[src/rtl/regfile_arbiter_if.sv]
// Bundles the two requester command/response channels and the register file control bus.
// The slave modport is the arbiter's view; the master modport is the clients/register-file side.
interface regfile_arbiter_if #(
    parameter int DW = 32,
    parameter int AW = 4
);
    logic          a_req;
    logic          a_wr;
    logic [AW-1:0] a_wsel;
    logic [DW-1:0] a_wdata;
    logic [AW-1:0] a_rsel1;
    logic [AW-1:0] a_rsel2;
    logic          a_done;
    logic [DW-1:0] a_rdata1;
    logic [DW-1:0] a_rdata2;

    logic          b_req;
    logic          b_wr;
    logic [AW-1:0] b_wsel;
    logic [DW-1:0] b_wdata;
    logic [AW-1:0] b_rsel1;
    logic [AW-1:0] b_rsel2;
    logic          b_done;
    logic [DW-1:0] b_rdata1;
    logic [DW-1:0] b_rdata2;

    logic          busy;
    logic          gnt_b;

    logic          rf_en;
    logic          rf_wr;
    logic          rf_rd;
    logic [DW-1:0] rf_ip;
    logic [AW-1:0] rf_sel_i;
    logic [AW-1:0] rf_sel_o1;
    logic [AW-1:0] rf_sel_o2;
    logic [DW-1:0] rf_op1;
    logic [DW-1:0] rf_op2;

    modport slave (
        input  a_req, a_wr, a_wsel, a_wdata, a_rsel1, a_rsel2,
        input  b_req, b_wr, b_wsel, b_wdata, b_rsel1, b_rsel2,
        input  rf_op1, rf_op2,
        output a_done, a_rdata1, a_rdata2,
        output b_done, b_rdata1, b_rdata2,
        output busy, gnt_b,
        output rf_en, rf_wr, rf_rd, rf_ip, rf_sel_i, rf_sel_o1, rf_sel_o2
    );

    modport master (
        output a_req, a_wr, a_wsel, a_wdata, a_rsel1, a_rsel2,
        output b_req, b_wr, b_wsel, b_wdata, b_rsel1, b_rsel2,
        output rf_op1, rf_op2,
        input  a_done, a_rdata1, a_rdata2,
        input  b_done, b_rdata1, b_rdata2,
        input  busy, gnt_b,
        input  rf_en, rf_wr, rf_rd, rf_ip, rf_sel_i, rf_sel_o1, rf_sel_o2
    );
endinterface

[src/rtl/regfile_arbiter.sv]
// Round-robin arbiter/sequencer for two clients of a 16x32 register file (write or dual read).
// Latency: write done 1 cycle after grant, read done 3 cycles after grant; one IDLE cycle between transactions.
// Backpressure: requesters hold req until done; the loser and any req arriving while busy wait for IDLE.
module regfile_arbiter #(
    parameter int DW = 32,
    parameter int AW = 4
) (
    input  logic             CLK,
    input  logic             rst,
    regfile_arbiter_if.slave bus
);
    typedef enum logic [2:0] {
        IDLE  = 3'd0,
        WRITE = 3'd1,
        READ  = 3'd2,
        CAPT  = 3'd3,
        RESP  = 3'd4
    } state_t;

    state_t        state;
    logic          prio_b;

    logic          pick_b;
    logic          sel_wr;
    logic [AW-1:0] sel_wsel;
    logic [DW-1:0] sel_wdata;
    logic [AW-1:0] sel_rsel1;
    logic [AW-1:0] sel_rsel2;

    // B wins only if A is absent or B holds the round-robin priority.
    always_comb begin
        pick_b    = bus.b_req && (!bus.a_req || prio_b);
        sel_wr    = pick_b ? bus.b_wr    : bus.a_wr;
        sel_wsel  = pick_b ? bus.b_wsel  : bus.a_wsel;
        sel_wdata = pick_b ? bus.b_wdata : bus.a_wdata;
        sel_rsel1 = pick_b ? bus.b_rsel1 : bus.a_rsel1;
        sel_rsel2 = pick_b ? bus.b_rsel2 : bus.a_rsel2;
    end

    always_ff @(posedge CLK or negedge rst) begin
        if (!rst) begin
            state         <= IDLE;
            prio_b        <= 1'b0;
            bus.busy      <= 1'b0;
            bus.gnt_b     <= 1'b0;
            bus.a_done    <= 1'b0;
            bus.b_done    <= 1'b0;
            bus.a_rdata1  <= '0;
            bus.a_rdata2  <= '0;
            bus.b_rdata1  <= '0;
            bus.b_rdata2  <= '0;
            bus.rf_en     <= 1'b0;
            bus.rf_wr     <= 1'b0;
            bus.rf_rd     <= 1'b0;
            bus.rf_ip     <= '0;
            bus.rf_sel_i  <= '0;
            bus.rf_sel_o1 <= '0;
            bus.rf_sel_o2 <= '0;
        end else begin
            bus.a_done <= 1'b0;
            bus.b_done <= 1'b0;
            bus.rf_en  <= 1'b0;
            bus.rf_wr  <= 1'b0;
            bus.rf_rd  <= 1'b0;
            case (state)
                IDLE: begin
                    if (bus.a_req || bus.b_req) begin
                        bus.busy  <= 1'b1;
                        bus.gnt_b <= pick_b;
                        prio_b    <= !pick_b;
                        bus.rf_en <= 1'b1;
                        // The rf select/data registers double as the latched command.
                        if (sel_wr) begin
                            state        <= WRITE;
                            bus.rf_wr    <= 1'b1;
                            bus.rf_ip    <= sel_wdata;
                            bus.rf_sel_i <= sel_wsel;
                            bus.a_done   <= !pick_b;
                            bus.b_done   <= pick_b;
                        end else begin
                            state         <= READ;
                            bus.rf_rd     <= 1'b1;
                            bus.rf_sel_o1 <= sel_rsel1;
                            bus.rf_sel_o2 <= sel_rsel2;
                        end
                    end
                end
                WRITE: begin
                    state    <= IDLE;
                    bus.busy <= 1'b0;
                end
                READ: begin
                    state <= CAPT;
                end
                CAPT: begin
                    // Register file outputs are valid now; done follows with the data already in place.
                    state <= RESP;
                    if (bus.gnt_b) begin
                        bus.b_rdata1 <= bus.rf_op1;
                        bus.b_rdata2 <= bus.rf_op2;
                        bus.b_done   <= 1'b1;
                    end else begin
                        bus.a_rdata1 <= bus.rf_op1;
                        bus.a_rdata2 <= bus.rf_op2;
                        bus.a_done   <= 1'b1;
                    end
                end
                RESP: begin
                    state    <= IDLE;
                    bus.busy <= 1'b0;
                end
                default: begin
                    state    <= IDLE;
                    bus.busy <= 1'b0;
                end
            endcase
        end
    end
endmodule

[src/flat_wrapper.sv]
// flat-port wrapper written by rule: the top's interface ports become plain ports
module regfile_arbiter_flat 
#(
    parameter int DW = 32,
    parameter int AW = 4
)
  (CLK, rst, bus_a_req, bus_a_wr, bus_a_wsel, bus_a_wdata, bus_a_rsel1, bus_a_rsel2, bus_b_req, bus_b_wr, bus_b_wsel, bus_b_wdata, bus_b_rsel1, bus_b_rsel2, bus_rf_op1, bus_rf_op2, bus_a_done, bus_a_rdata1, bus_a_rdata2, bus_b_done, bus_b_rdata1, bus_b_rdata2, bus_busy, bus_gnt_b, bus_rf_en, bus_rf_wr, bus_rf_rd, bus_rf_ip, bus_rf_sel_i, bus_rf_sel_o1, bus_rf_sel_o2);
  regfile_arbiter_if #(.DW(DW), .AW(AW)) bus_i ();
  input  logic CLK;
  input  logic rst;
  input wire logic [$bits(bus_i.a_req)-1:0] bus_a_req;
  input wire logic [$bits(bus_i.a_wr)-1:0] bus_a_wr;
  input wire logic [$bits(bus_i.a_wsel)-1:0] bus_a_wsel;
  input wire logic [$bits(bus_i.a_wdata)-1:0] bus_a_wdata;
  input wire logic [$bits(bus_i.a_rsel1)-1:0] bus_a_rsel1;
  input wire logic [$bits(bus_i.a_rsel2)-1:0] bus_a_rsel2;
  input wire logic [$bits(bus_i.b_req)-1:0] bus_b_req;
  input wire logic [$bits(bus_i.b_wr)-1:0] bus_b_wr;
  input wire logic [$bits(bus_i.b_wsel)-1:0] bus_b_wsel;
  input wire logic [$bits(bus_i.b_wdata)-1:0] bus_b_wdata;
  input wire logic [$bits(bus_i.b_rsel1)-1:0] bus_b_rsel1;
  input wire logic [$bits(bus_i.b_rsel2)-1:0] bus_b_rsel2;
  input wire logic [$bits(bus_i.rf_op1)-1:0] bus_rf_op1;
  input wire logic [$bits(bus_i.rf_op2)-1:0] bus_rf_op2;
  output wire logic [$bits(bus_i.a_done)-1:0] bus_a_done;
  output wire logic [$bits(bus_i.a_rdata1)-1:0] bus_a_rdata1;
  output wire logic [$bits(bus_i.a_rdata2)-1:0] bus_a_rdata2;
  output wire logic [$bits(bus_i.b_done)-1:0] bus_b_done;
  output wire logic [$bits(bus_i.b_rdata1)-1:0] bus_b_rdata1;
  output wire logic [$bits(bus_i.b_rdata2)-1:0] bus_b_rdata2;
  output wire logic [$bits(bus_i.busy)-1:0] bus_busy;
  output wire logic [$bits(bus_i.gnt_b)-1:0] bus_gnt_b;
  output wire logic [$bits(bus_i.rf_en)-1:0] bus_rf_en;
  output wire logic [$bits(bus_i.rf_wr)-1:0] bus_rf_wr;
  output wire logic [$bits(bus_i.rf_rd)-1:0] bus_rf_rd;
  output wire logic [$bits(bus_i.rf_ip)-1:0] bus_rf_ip;
  output wire logic [$bits(bus_i.rf_sel_i)-1:0] bus_rf_sel_i;
  output wire logic [$bits(bus_i.rf_sel_o1)-1:0] bus_rf_sel_o1;
  output wire logic [$bits(bus_i.rf_sel_o2)-1:0] bus_rf_sel_o2;
  assign bus_i.a_req = bus_a_req;
  assign bus_i.a_wr = bus_a_wr;
  assign bus_i.a_wsel = bus_a_wsel;
  assign bus_i.a_wdata = bus_a_wdata;
  assign bus_i.a_rsel1 = bus_a_rsel1;
  assign bus_i.a_rsel2 = bus_a_rsel2;
  assign bus_i.b_req = bus_b_req;
  assign bus_i.b_wr = bus_b_wr;
  assign bus_i.b_wsel = bus_b_wsel;
  assign bus_i.b_wdata = bus_b_wdata;
  assign bus_i.b_rsel1 = bus_b_rsel1;
  assign bus_i.b_rsel2 = bus_b_rsel2;
  assign bus_i.rf_op1 = bus_rf_op1;
  assign bus_i.rf_op2 = bus_rf_op2;
  assign bus_a_done = bus_i.a_done;
  assign bus_a_rdata1 = bus_i.a_rdata1;
  assign bus_a_rdata2 = bus_i.a_rdata2;
  assign bus_b_done = bus_i.b_done;
  assign bus_b_rdata1 = bus_i.b_rdata1;
  assign bus_b_rdata2 = bus_i.b_rdata2;
  assign bus_busy = bus_i.busy;
  assign bus_gnt_b = bus_i.gnt_b;
  assign bus_rf_en = bus_i.rf_en;
  assign bus_rf_wr = bus_i.rf_wr;
  assign bus_rf_rd = bus_i.rf_rd;
  assign bus_rf_ip = bus_i.rf_ip;
  assign bus_rf_sel_i = bus_i.rf_sel_i;
  assign bus_rf_sel_o1 = bus_i.rf_sel_o1;
  assign bus_rf_sel_o2 = bus_i.rf_sel_o2;
  regfile_arbiter #(.DW(DW), .AW(AW)) u_core (.CLK(CLK), .rst(rst), .bus(bus_i));
endmodule
[config.mk]
export PLATFORM = sky130hd
export DESIGN_NAME = regfile_arbiter_flat
export DESIGN_NICKNAME = d
export VERILOG_FILES = /design/src/rtl/regfile_arbiter_if.sv /design/src/rtl/regfile_arbiter.sv /design/src/flat_wrapper.sv
export SDC_FILE = /design/constraint.sdc
export NUM_CORES = 1
export LEC_CHECK = 0
export ABC_CLOCK_PERIOD_IN_PS = 2200
export BUFFER_PORTS_ARGS = -buffer_cell sky130_fd_sc_hd__buf_4
export CAP_MARGIN = 10
export CORE_MARGIN = 5
export CORE_UTILIZATION = 43
export CTS_BUF_LIST = sky130_fd_sc_hd__clkbuf_8
export DETAILED_ROUTE_END_ITERATION = 16
export HOLD_SLACK_MARGIN = 0.12
export PLACE_DENSITY = 0.72
export SLEW_MARGIN = 30
export SYNTH_ARGS = -nofsm -noshare
export SYNTH_HDL_FRONTEND = slang
export SYNTH_SLANG_ARGS = --single-unit
[constraint.sdc]
create_clock -name CLK -period 2.2 [get_ports CLK]
set_input_delay 0.44 -clock CLK [delete_from_list [all_inputs] [get_ports CLK]]
set_output_delay 0.44 -clock CLK [all_outputs]
set_load 0.02 [all_outputs]
Word-level counts from Yosys, hierarchy flattened
Index checks and enable logic that the tools add are counted.
{"block": "totals", "register_bits": 183, "inputBits": 158, "elab_cells": 62, "out_inout_bits": 179}
{"block": "op_classes", "mux": 26, "eq_ne": 3, "bitwise": 3, "n_reduce_logical": 13}
{"op": "two-way mux 32 bit", "n": 1}
{"op": "two-way mux 1 bit", "n": 16}
{"op": "two-way mux 4 bit", "n": 3}
{"op": "case mux 3 bit (3 select lines)", "n": 1}
{"op": "AND reduction 2 bit", "n": 4}
{"op": "equality test 3 x 2 -> 1 bit, second input constant", "n": 2}
{"op": "case mux 1 bit (2 select lines)", "n": 3}
{"op": "AND reduction 3 bit", "n": 2}
{"op": "zero test 3 bit", "n": 1}
{"op": "two-way mux 3 bit", "n": 1}
{"op": "NOT 1 bit", "n": 3}
{"op": "zero test 1 bit", "n": 2}
{"op": "logical OR 1 bit", "n": 2}
{"op": "two-way mux 2 bit", "n": 1}
{"op": "inequality test 2 x 1 -> 1 bit, second input constant", "n": 1}
{"op": "OR reduction 2 bit", "n": 1}
{"op": "logical AND 1 bit", "n": 1}

Longest topological paths before layout
Gate-level depths: netlist (run 1).
{"block": "depth", "depth_word": 7, "ltp_mapped": 7, "mapped_depth_nobuf": 5}

Worst setup path before layout (run 1)
OpenSTA, ideal clock, no wires.
{"block": "synth_path", "kind": "register to register", "from": "reg u_core.state[1]", "to": "reg u_core.bus.rf_ip[10]", "setup_time_ns": 0.125, "period_less_slack_ns": 1.953, "n_path_buf": 2, "arrival_ns": 1.828, "setup_slack_ns": 0.247, "required_time_ns": 2.075, "stages_incl_launch_ff": 6, "path_cell_list": "dfrtp_1 or4_1 buf_2 a21oi_4 buf_6 mux2_2"}
{"block": "synth_between", "elab_chain_len": 2}
{"item": "start, declared", "line_no": "regfile_arbiter.sv:20", "source": "state_t state;"}
{"item": "start signal, assigned", "line_no": "regfile_arbiter.sv:42", "source": "state <= IDLE;"}
{"item": "start signal, assigned", "line_no": "regfile_arbiter.sv:74", "source": "state <= WRITE;"}
{"item": "start signal, assigned", "line_no": "regfile_arbiter.sv:81", "source": "state <= READ;"}
{"item": "zero test 3 bit", "line_no": "regfile_arbiter.sv:65", "source": "case (state)"}
{"item": "AND reduction 3 bit (no source line)"}
{"item": "end signal, assigned", "line_no": "regfile_arbiter.sv:76", "source": "bus.rf_ip <= sel_wdata;"}
{"item": "end, declared", "line_no": "regfile_arbiter_if.sv:47", "source": "output rf_en, rf_wr, rf_rd, rf_ip, rf_sel_i, rf_sel_o1, rf_sel_o2"}
Every way passes these cells.
A chain may end at the register's enable or synchronous reset.

Worst setup path in the final report (run 1)
{"block": "layout_path", "from": "reg u_core.state[1]", "to": "reg u_core.bus.rf_ip[3]"}
Same word-level chain as after synthesis.

==> results.py, run 1 <==
metrics = {
    "layout": {
        "drive_gt1_share_pct": 73.8,
        "antennaDiodeCount": 0,
        "layout_commonest_cell": "buf_4",
        "fillCellCount": 1292,
        "area.growth.synth_to_final_pct": 44.8,
        "multi_input_area_um2": 2600,
        "layout.nets": 954,
        "design_area_um2": 10600,
        "utilization_pct": 63.6,
        "regArea_um2": 4580,
        "final_cells": 1029,
        "final_cell_mix": "339 x buf_4, 216 x mux2_2, 183 x dfrtp_1",
    },
    "clocking": {
        "postCtsSetupBuffers": 0,
        "cts_tree": "yes",
        "numCtsBuffers": 17,
        "path_clk_slew_ps": 90,
        "clock_latency_ps": 450,
        "root_buffer": "clkbuf_8",
        "clkSinkCount": 183,
        "htree_levels": 4,
        "clk_path_buf_depth": 2,
        "cts_resized": 0,
    },
    "floorplanning": {
        "core_area_um2": 16600,
        "num_rows": 47,
        "chipWidth_um": 140,
        "dieArea_um2": 19700,
        "fp.dieH_um": 140,
        "start_util_pct": 43.9,
        "io_pins": 337,
    },
    "yosys": {
        "synth_area_um2": 7310,
        "synth_area_per_cell_um2": 16.2,
        "yosysWarningCount": 0,
        "synth_seq_cells": 183,
        "syn_inst": 452,
        "yosysSeqAreaShare_pct": 62.7,
        "synth_nets": 610,
        "yosysUniqueCellTypes": 23,
    },
    "placed_design": {
        "place_area_um2": 10200,
        "placedCellCount": 996,
        "dpl.hpwl_mm": 15.3,
        "gp_congestion": 0.832,
        "portBuffers": 336,
    },
    "grt": {
        "overflow": 0,
        "grt_pass1_vias": 5642,
        "grt_max_degree": 91,
        "track_usage_pct": 20.1,
        "antenna_found_initial": 0,
        "grt_pass1_wl_mm": 31.1,
    },
    "power_and_ir_drop": {
        "powerDensity_nw_per_um2": 1560,
        "vdd_ir_drop_max_mv": 0.933,
        "power_mw": 16.5,
        "p_leak_nw": 5.02,
    },
    "detailed_routing": {
        "drt-total-wl_mm": 19.8,
        "postRouteAntennaNets": 0,
        "viasPerCell": 4.84,
        "dr.pass1.iters": 5,
        "drc": 0,
        "vias": 4981,
        "drtIter0Drc": 214,
        "wl_per_cell_um": 19.2,
    },
    "sta": {
        "fin_setup_tns_ps": 0,
        "rsz0062_at_grt": "no",
        "finalSetupViolCount": 0,
        "drv_slew": 0,
        "timing.fmax_mhz": 494,
        "post-route-min-period_ps": 2020,
        "clock-skew-final_ps": 11.6,
        "hold_violations": 0,
        "fin_crit_sh_pct": 92.0,
        "tightest_slew_ps": 523,
        "slew-limit-headroom_pct": 65.0,
    },
    "min_path": {
        "holdPathStages": 2,
        "min_from": "bus_rf_op1[12]",
        "whs_endpoint": "u_core.bus.a_rdata1[12]",
        "hold_class": "in2reg",
    },
    "worst_setup_path": {
        "r2r_start": "u_core.state[1]",
        "slowest_stage": "or4_1",
        "critPathMaxFanout": 37,
        "crit_arrival_ps": 2350,
        "reg2reg_depth": 4,
        "reg2reg_slack_ps": 180,
        "crit_type": "reg2reg",
        "cpPeakStageDelay_ps": 670,
        "crit_chain": "or4_1 > a21oi_4 > buf_12 > mux2_2",
        "startpoint_type": "flip-flop",
        "required_ps": 2520,
        "worstSetupEndpointType": "flip-flop",
        "worstReg2RegEnd": "u_core.bus.rf_ip[3]",
    },
    "outcome": {
        "status": "finished clean",
    },
    "flow_run": {
        "drv_cap": 0,
    },
}
## layout make-up
type                            instances  share of cell area (%)
Clock buffer                           20                    2.60
Timing Repair Buffer                  348                    25.6
Multi-Input combinational cell        242                    24.6
Tap cell                              220                    2.60
Clock inverter                         12                    1.21
Sequential cell                       183                    43.3
Inverter                                4                   0.142
## cells by family after synthesis
family | after synthesis | share of synthesized area [%]
multiplexers | 216 | 33.3
AND/OR/NAND/NOR | 16 | 1.03
buffers and inverters | 27 | 1.93
flip-flops | 183 | 62.7
AO/OA/AOI/OAI | 10 | 1.10
## cell usage after synthesis
master,count,area (um^2)
and3_1,1,6.26
mux2_2,216,2430
o21a_1,1,7.51
o211ai_1,1,7.51
nor3_1,3,15.0
o41ai_1,1,8.76
nor2b_1,2,12.5
a31oi_1,1,6.26
inv_1,4,15.0
or4_1,1,7.51
buf_6,3,33.8
buf_2,11,55.1
o21ai_2,1,8.76
a21oi_4,1,16.3
nand2_1,2,7.51
o21bai_1,1,7.51
nor2_1,7,26.3
buf_4,1,7.51
a21oi_1,1,5.00
clkbuf_1,8,30.0
o21ai_1,1,5.00
a21o_1,1,7.51
dfrtp_1,183,4580
## worst max path at each step
stage                    startpoint                    to  cells after the start
floorplan           u_core.state[1]  u_core.bus.rf_ip[10]                      5
global placement          bus_b_req   u_core.bus.rf_ip[7]                      6
detailed placement        bus_b_req  u_core.bus.rf_ip[27]                      6
CTS                 u_core.state[1]   u_core.bus.rf_ip[3]                      4
global route        u_core.state[1]   u_core.bus.rf_ip[3]                      4
finish              u_core.state[1]   u_core.bus.rf_ip[3]                      4
## layer usage
metal  part of all wire [%]  routed length, um  vias up  GRT usage [%]
met1                     36               7150     2439           22.0
met5                      0                  0        -              0
met4                    1.4                285        0           6.02
li1                       -                  -     2286              -
met2                     52              10300      235           35.2
met3                     10               2070       21           8.76
## registers in the layout, indices dropped and copies added, names as in the netlist, 3 cells and up
name and cells:
u_core.bus.rf_sel_o1 4, u_core.state 3, u_core.bus.rf_sel_i 4, u_core.bus.b_rdata1 32
u_core.bus.a_rdata2 32, u_core.bus.rf_ip 32, u_core.bus.rf_sel_o2 4, u_core.bus.b_rdata2 32
u_core.bus.a_rdata1 32
## report_power, final
group / internal (mW) / switching (mW) / leakage, nW
combinational: 4.06 / 4.09 / 2.65
clock: 1.09 / 1.16 / 0.196
sequential: 5.08 / 0.981 / 2.17
## worst max-delay path, delay by kind of cell, from the launching register on
family                 cells  cell delay, ps
AOI/OAI and AO/OA          1             190
and+or+nand+nor            1             670
DFF                        1             440
buffers and inverters      1             230
muxes                      1             360
## stage by stage
step	hold WS, ps	worst slack (ps)
2_1_floorplan	144	247
3_3_place_gp	313	176
3_5_place_dp	317	108
4_1_cts	189	177
5_1_grt	186	82.2
6_report	225	177
## repair_timing
item | CTS | global route
hold buffers | 1 | 0
endpoints found under the setup margin | 0 | 0
hold endpoints to repair | 23 | 0
(Power assumes the default switching activity.)
==> run 2, diff against run 1 <==
--- a/config.mk
+++ b/config.mk
@@ -5,15 +5,14 @@
 export SDC_FILE = /design/constraint.sdc
 export NUM_CORES = 1
 export LEC_CHECK = 0
-export ABC_CLOCK_PERIOD_IN_PS = 2200
 export BUFFER_PORTS_ARGS = -buffer_cell sky130_fd_sc_hd__buf_4
 export CAP_MARGIN = 10
 export CORE_MARGIN = 5
 export CORE_UTILIZATION = 43
-export CTS_BUF_LIST = sky130_fd_sc_hd__clkbuf_8
+export CTS_BUF_LIST = sky130_fd_sc_hd__clkbuf_4
 export DETAILED_ROUTE_END_ITERATION = 16
 export HOLD_SLACK_MARGIN = 0.12
-export PLACE_DENSITY = 0.72
+export PLACE_DENSITY = 0.84
 export SLEW_MARGIN = 30
 export SYNTH_ARGS = -nofsm -noshare
 export SYNTH_HDL_FRONTEND = slang
==> run 2 against run 1 <==
  * Sequential share of layout area is 2.3 points lower
  * Clock power shrank 16%
  * First-iteration DRC count shrank 18%
  * Critical endpoint is now u_core.bus.rf_sel_o1[3]
  * Largest power group unchanged
  * Critical path type unchanged
  * Worst setup slack worse by 110 ps
==> results.py, run 2 (same netlist as run 1, synthesis figures left out) <==
metrics = {
    "detailed_routing": {
        "viasPerCell": 4.87,
        "drt-total-wl_mm": 20.9,
        "wl_per_cell_um": 19.0,
        "drtIter0Drc": 176,
        "postRouteAntennaNets": 0,
        "drc": 0,
        "vias": 5372,
        "dr.pass1.iters": 4,
    },
    "clocking": {
        "clkSinkCount": 183,
        "clock_latency_ps": 580,
        "root_buffer": "clkbuf_4",
        "clk_path_buf_depth": 2,
        "cts_tree": "yes",
        "cts_resized": 0,
        "postCtsSetupBuffers": 0,
        "numCtsBuffers": 17,
        "htree_levels": 4,
        "path_clk_slew_ps": 170,
    },
    "worst_setup_path": {
        "slowest_stage": "or4_1",
        "cpPeakStageDelay_ps": 660,
        "crit_type": "reg2reg",
        "crit_arrival_ps": 2580,
        "worstReg2RegEnd": "u_core.bus.rf_sel_o1[3]",
        "critPathMaxFanout": 9,
        "worstSetupEndpointType": "flip-flop",
        "crit_family": "simple AND/OR/NAND/NOR gates",
        "reg2reg_slack_ps": 60,
        "crit_buf_inv": 1,
        "startpoint_type": "flip-flop",
        "required_ps": 2650,
        "r2r_start": "u_core.state[1]",
        "reg2reg_depth": 4,
        "crit_chain": "or4_1 > inv_1 > and3_1 > mux2_2",
    },
    "sta": {
        "timing.fmax_mhz": 468,
        "fin_crit_sh_pct": 97.1,
        "finalSetupViolCount": 0,
        "clock-skew-final_ps": 28.3,
        "post-route-min-period_ps": 2140,
        "rsz0062_at_grt": "no",
        "slew-limit-headroom_pct": 64.5,
        "finalWorstSetupSlack_ps": 63.3,
        "tightest_slew_ps": 530,
        "hold_violations": 0,
        "drv_slew": 0,
    },
    "layout": {
        "drive_gt1_share_pct": 68.8,
        "area.growth.synth_to_final_pct": 52.7,
        "layout.nets": 1024,
        "design_area_um2": 11200,
        "fillCellCount": 1148,
        "layout_commonest_cell": "buf_4",
        "final_cell_mix": "345 x buf_4, 216 x mux2_2, 183 x dfrtp_1",
    },
    "floorplanning": {
        "chipWidth_um": 140,
        "num_rows": 47,
        "dieArea_um2": 19700,
        "fp.dieH_um": 140,
        "start_util_pct": 43.9,
        "io_pins": 337,
        "core_area_um2": 16600,
    },
    "grt": {
        "track_usage_pct": 21.4,
        "grt_pass1_vias": 6024,
        "antenna_found_initial": 1,
        "grt_max_degree": 55,
        "grt_pass1_wl_mm": 33.2,
        "overflow": 0,
    },
    "placed_design": {
        "place_ws_ps": -1.16,
        "gp_congestion": 0.837,
        "dpl.hpwl_mm": 15.2,
        "place_area_um2": 10200,
        "portBuffers": 336,
    },
    "min_path": {
        "holdPathStages": 3,
        "hold_class": "in2reg",
        "whs_endpoint": "u_core.bus.rf_ip[23]",
        "min_from": "bus_a_wdata[23]",
    },
    "power_and_ir_drop": {
        "powerDensity_nw_per_um2": 1460,
        "p_leak_nw": 5.27,
        "vdd_ir_drop_max_mv": 0.840,
    },
    "flow_run": {
        "drv_cap": 0,
    },
    "outcome": {
        "status": "finished clean",
    },
}
-- run 2: cell count changes in the layout (fill, tap and decap cells not counted), moves of 4 or more --
cell	change
dlygate4sd3_1	+64
clkbuf_8	-20
clkbuf_4	+17
buf_4	+6
clkinvlp_4	-4
clkinv_4	+4
-- run 2: repair_timing --
item | in CTS | in global routing
hold endpoints to repair | 176 | 0
hold buffers | 65 | 0
endpoints found under the setup margin | 0 | 0
-- run 2: worst max path at each step --
stage | slack (ps) | cells after the start | end | start
4_1_cts | 60 | 4 | u_core.bus.rf_sel_o1[3] | u_core.state[1]
3_5_place_dp | -1 | 6 | u_core.bus.rf_sel_o1[3] | bus_b_req
6_report | 60 | 4 | u_core.bus.rf_sel_o1[3] | u_core.state[1]
3_3_place_gp | 70 | 6 | u_core.bus.rf_sel_o1[0] | bus_b_req
2_1_floorplan | 250 | 5 | u_core.bus.rf_ip[10] | u_core.state[1]
5_1_grt | 0.2 | 4 | u_core.bus.rf_sel_o1[3] | u_core.state[1]
-- run 2: power breakdown --
group	total (mW)	switching [mW]	internal, mW
Sequential	6.04	0.977	5.06
Combinational	8.32	4.18	4.14
Clock	1.88	1.27	0.610
Total	16.2	6.43	9.81
-- run 2: metal layers --
metal / wire length, um / up-vias / track usage [%]
li1: - / 2439 / -
met1: 7780 / 2630 / 24.5
met2: 10500 / 257 / 36.4
met3: 1930 / 46 / 7.67
met4: 698 / 0 / 9.23
met5: 0 / - / 0
-- run 2: layout make-up --
| cell class | instances | area (um^2) | area share, % |
|---|---|---|---|
| Timing Repair Buffer | 418 | 3390 | 30.4 |
| Antenna cell | 3 | 7.51 | 0.0673 |
| Tap cell | 220 | 275 | 2.47 |
| Clock inverter | 15 | 163 | 1.46 |
| Sequential cell | 183 | 4580 | 41.0 |
| Multi-Input combinational cell | 242 | 2600 | 23.3 |
| Inverter | 4 | 15.0 | 0.135 |
| Clock buffer | 17 | 128 | 1.14 |
-- run 2: tightest hold or removal path, stage by stage --
cell and delay [ps]:
buf_4 70, mux2_2 120, mux2_2 130
-- run 2: stage by stage --
stage                     total power, mW  setup TNS, ps  utilization, %  cells  hold slack, ps
after floorplan                      10.4              0               -    452             144
after global placement               14.1              0            61.4   1002             446
after detailed placement             14.3          -1.16            61.4   1002             439
after CTS                            16.3              0            67.0   1099             139
after global routing                 17.1              0            67.1   1102             142
final                                16.2              0            67.1   1102             207
==> run 3, diff against run 2 <==
==> constraint.sdc (replaced) <==
create_clock -name CLK -period 2.6 [get_ports CLK]
set_input_delay 0.52 -clock CLK [delete_from_list [all_inputs] [get_ports CLK]]
set_output_delay 0.52 -clock CLK [all_outputs]
set_load 0.02 [all_outputs]
==> run 3 against run 2 <==
  * Total power is 15% lower
  * Register-to-register slack improved by 310 ps
  * Clock power shrank 6%
  * Sequential power decreased by 16%
  * Global-route usage fell by 1.1 points
  * Via count decreased by 4.3%
  * Highest routed layer unchanged
  * Wire length decreased by 2.5%
  * Combinational power decreased by 17%
==> results.py, run 3 (same netlist as run 1, synthesis figures left out) <==
metrics = {
    "outcome": {
        "status": "finished clean",
    },
    "power_and_ir_drop": {
        "p_leak_nw": 5.05,
        "switching_share_pct": 38.5,
        "clkPwrFrac_pct": 12.8,
        "p_seq_share_pct": 37.0,
        "p_int_mw": 8.47,
        "powerDensity_nw_per_um2": 1290,
        "power_switching_mw": 5.30,
        "p_comb_share_pct": 50.2,
        "vdd_ir_drop_max_mv": 0.793,
    },
    "grt": {
        "antenna_found_initial": 1,
        "grt_max_degree": 66,
        "overflow": 0,
        "grt_pass1_wl_mm": 31.4,
        "track_usage_pct": 20.4,
        "grt_pass1_vias": 5692,
    },
    "sta": {
        "tightest_slew_ps": 578,
        "post-route-min-period_ps": 2220,
        "slew-limit-headroom_pct": 61.3,
        "finalSetupViolCount": 0,
        "fin_setup_tns_ps": 0,
        "hold_violations": 0,
        "drv_slew": 0,
        "rsz0062_at_grt": "no",
        "timing.fmax_mhz": 449,
        "clock-skew-final_ps": 23.6,
        "fin_crit_sh_pct": 85.6,
    },
    "clocking": {
        "postCtsSetupBuffers": 0,
        "htree_levels": 4,
        "cts_tree": "yes",
        "clock_latency_ps": 550,
        "clk_path_buf_depth": 2,
        "path_clk_slew_ps": 150,
        "root_buffer": "clkbuf_4",
        "clkSinkCount": 183,
        "numCtsBuffers": 17,
    },
    "detailed_routing": {
        "drt-total-wl_mm": 20.4,
        "wl_per_cell_um": 19.5,
        "postRouteAntennaNets": 0,
        "vias": 5139,
        "drc": 0,
        "viasPerCell": 4.92,
        "dr.pass1.iters": 6,
        "drtIter0Drc": 97,
    },
    "worst_setup_path": {
        "reg2reg_depth": 4,
        "required_ps": 3030,
        "critPathMaxFanout": 9,
        "crit_arrival_ps": 2660,
        "r2r_start": "u_core.state[1]",
        "worstReg2RegEnd": "u_core.bus.rf_sel_o2[3]",
        "startpoint_type": "flip-flop",
        "crit_type": "reg2reg",
        "reg2reg_slack_ps": 380,
        "worstSetupEndpointType": "flip-flop",
    },
    "floorplanning": {
        "dieArea_um2": 19700,
        "core_area_um2": 16600,
        "start_util_pct": 43.9,
        "io_pins": 337,
        "num_rows": 47,
        "chipWidth_um": 140,
        "fp.dieH_um": 140,
    },
    "layout": {
        "design_area_um2": 10600,
        "final_cells": 1045,
        "final_cell_mix": "339 x buf_4, 216 x mux2_2, 183 x dfrtp_1",
        "layout.nets": 969,
        "layout_commonest_cell": "buf_4",
        "area.growth.synth_to_final_pct": 45.7,
        "drive_gt1_share_pct": 72.2,
    },
    "placed_design": {
        "dpl.hpwl_mm": 15.2,
        "place_area_um2": 10100,
        "placedCellCount": 995,
        "gp_congestion": 0.856,
        "portBuffers": 336,
    },
    "min_path": {
        "whs_endpoint": "u_core.bus.a_rdata1[13]",
        "hold_class": "in2reg",
        "min_from": "bus_rf_op1[13]",
        "holdPathStages": 2,
    },
    "flow_run": {
        "drv_cap": 0,
    },
}
## run 3: per-layer routing
layer / global-route usage [%] / vias to the layer above / part of all wire [%]
met3: 8.52 / 34 / 9.6
met5: 0 / - / 0
li1: - / 2331 / -
met2: 35.1 / 234 / 51
met4: 8.16 / 0 / 2.8
met1: 22.2 / 2540 / 36
## run 3: layout make-up
class | instances | area [um^2]
antenna | 2 | 5.00
clock buffer | 17 | 128
clock inverter | 14 | 195
fill | 1247 | 6000
inverter | 4 | 15.0
multi-input combinational | 242 | 2600
sequential | 183 | 4580
tap | 220 | 275
timing repair buffer | 363 | 2850
## run 3: metrics by stage
stage	power, mW	hold slack (ps)	setup WS (ps)	utilization, %
after detailed placement	12.1	495	268	61.0
after floorplan	8.83	224	612	-
final	13.8	199	375	64.0
after global routing	14.5	121	292	64.0
after global placement	11.9	489	353	61.0
after CTS	13.9	122	393	63.3
## run 3: power by group through the flow
stage	sequential, mW	combinational, mW	clock [mW]
after floorplan	6.80	2.03	0
after global placement	5.06	6.84	0
after detailed placement	5.15	6.96	0
after CTS	5.09	6.98	1.82
after global routing	5.30	7.32	1.93
final	5.10	6.92	1.76
## run 3: worst max-delay path: stages (launching register included)
cell and delay, ps:
dfrtp_1 470, or4_1 680, inv_1 170, and3_1 410, mux2_2 380
## run 3: how the worst max path moves through the flow
stage,start,to,slack (ps),cells past startpoint
final,u_core.state[1],u_core.bus.rf_sel_o2[3],380,4
after global routing,u_core.state[1],u_core.bus.rf_sel_o2[3],290,4
after CTS,u_core.state[1],u_core.bus.rf_sel_o2[3],390,4
after detailed placement,bus_b_req,u_core.bus.rf_sel_o1[1],270,6
after global placement,bus_b_req,u_core.bus.rf_sel_o1[1],350,6
after floorplan,bus_b_req,u_core.bus.rf_ip[10],610,6
## run 3: timing repair
action | CTS | global route
resized for setup | 0 | 0
endpoints found under the hold margin | 61 | 14
hold buffers | 6 | 11
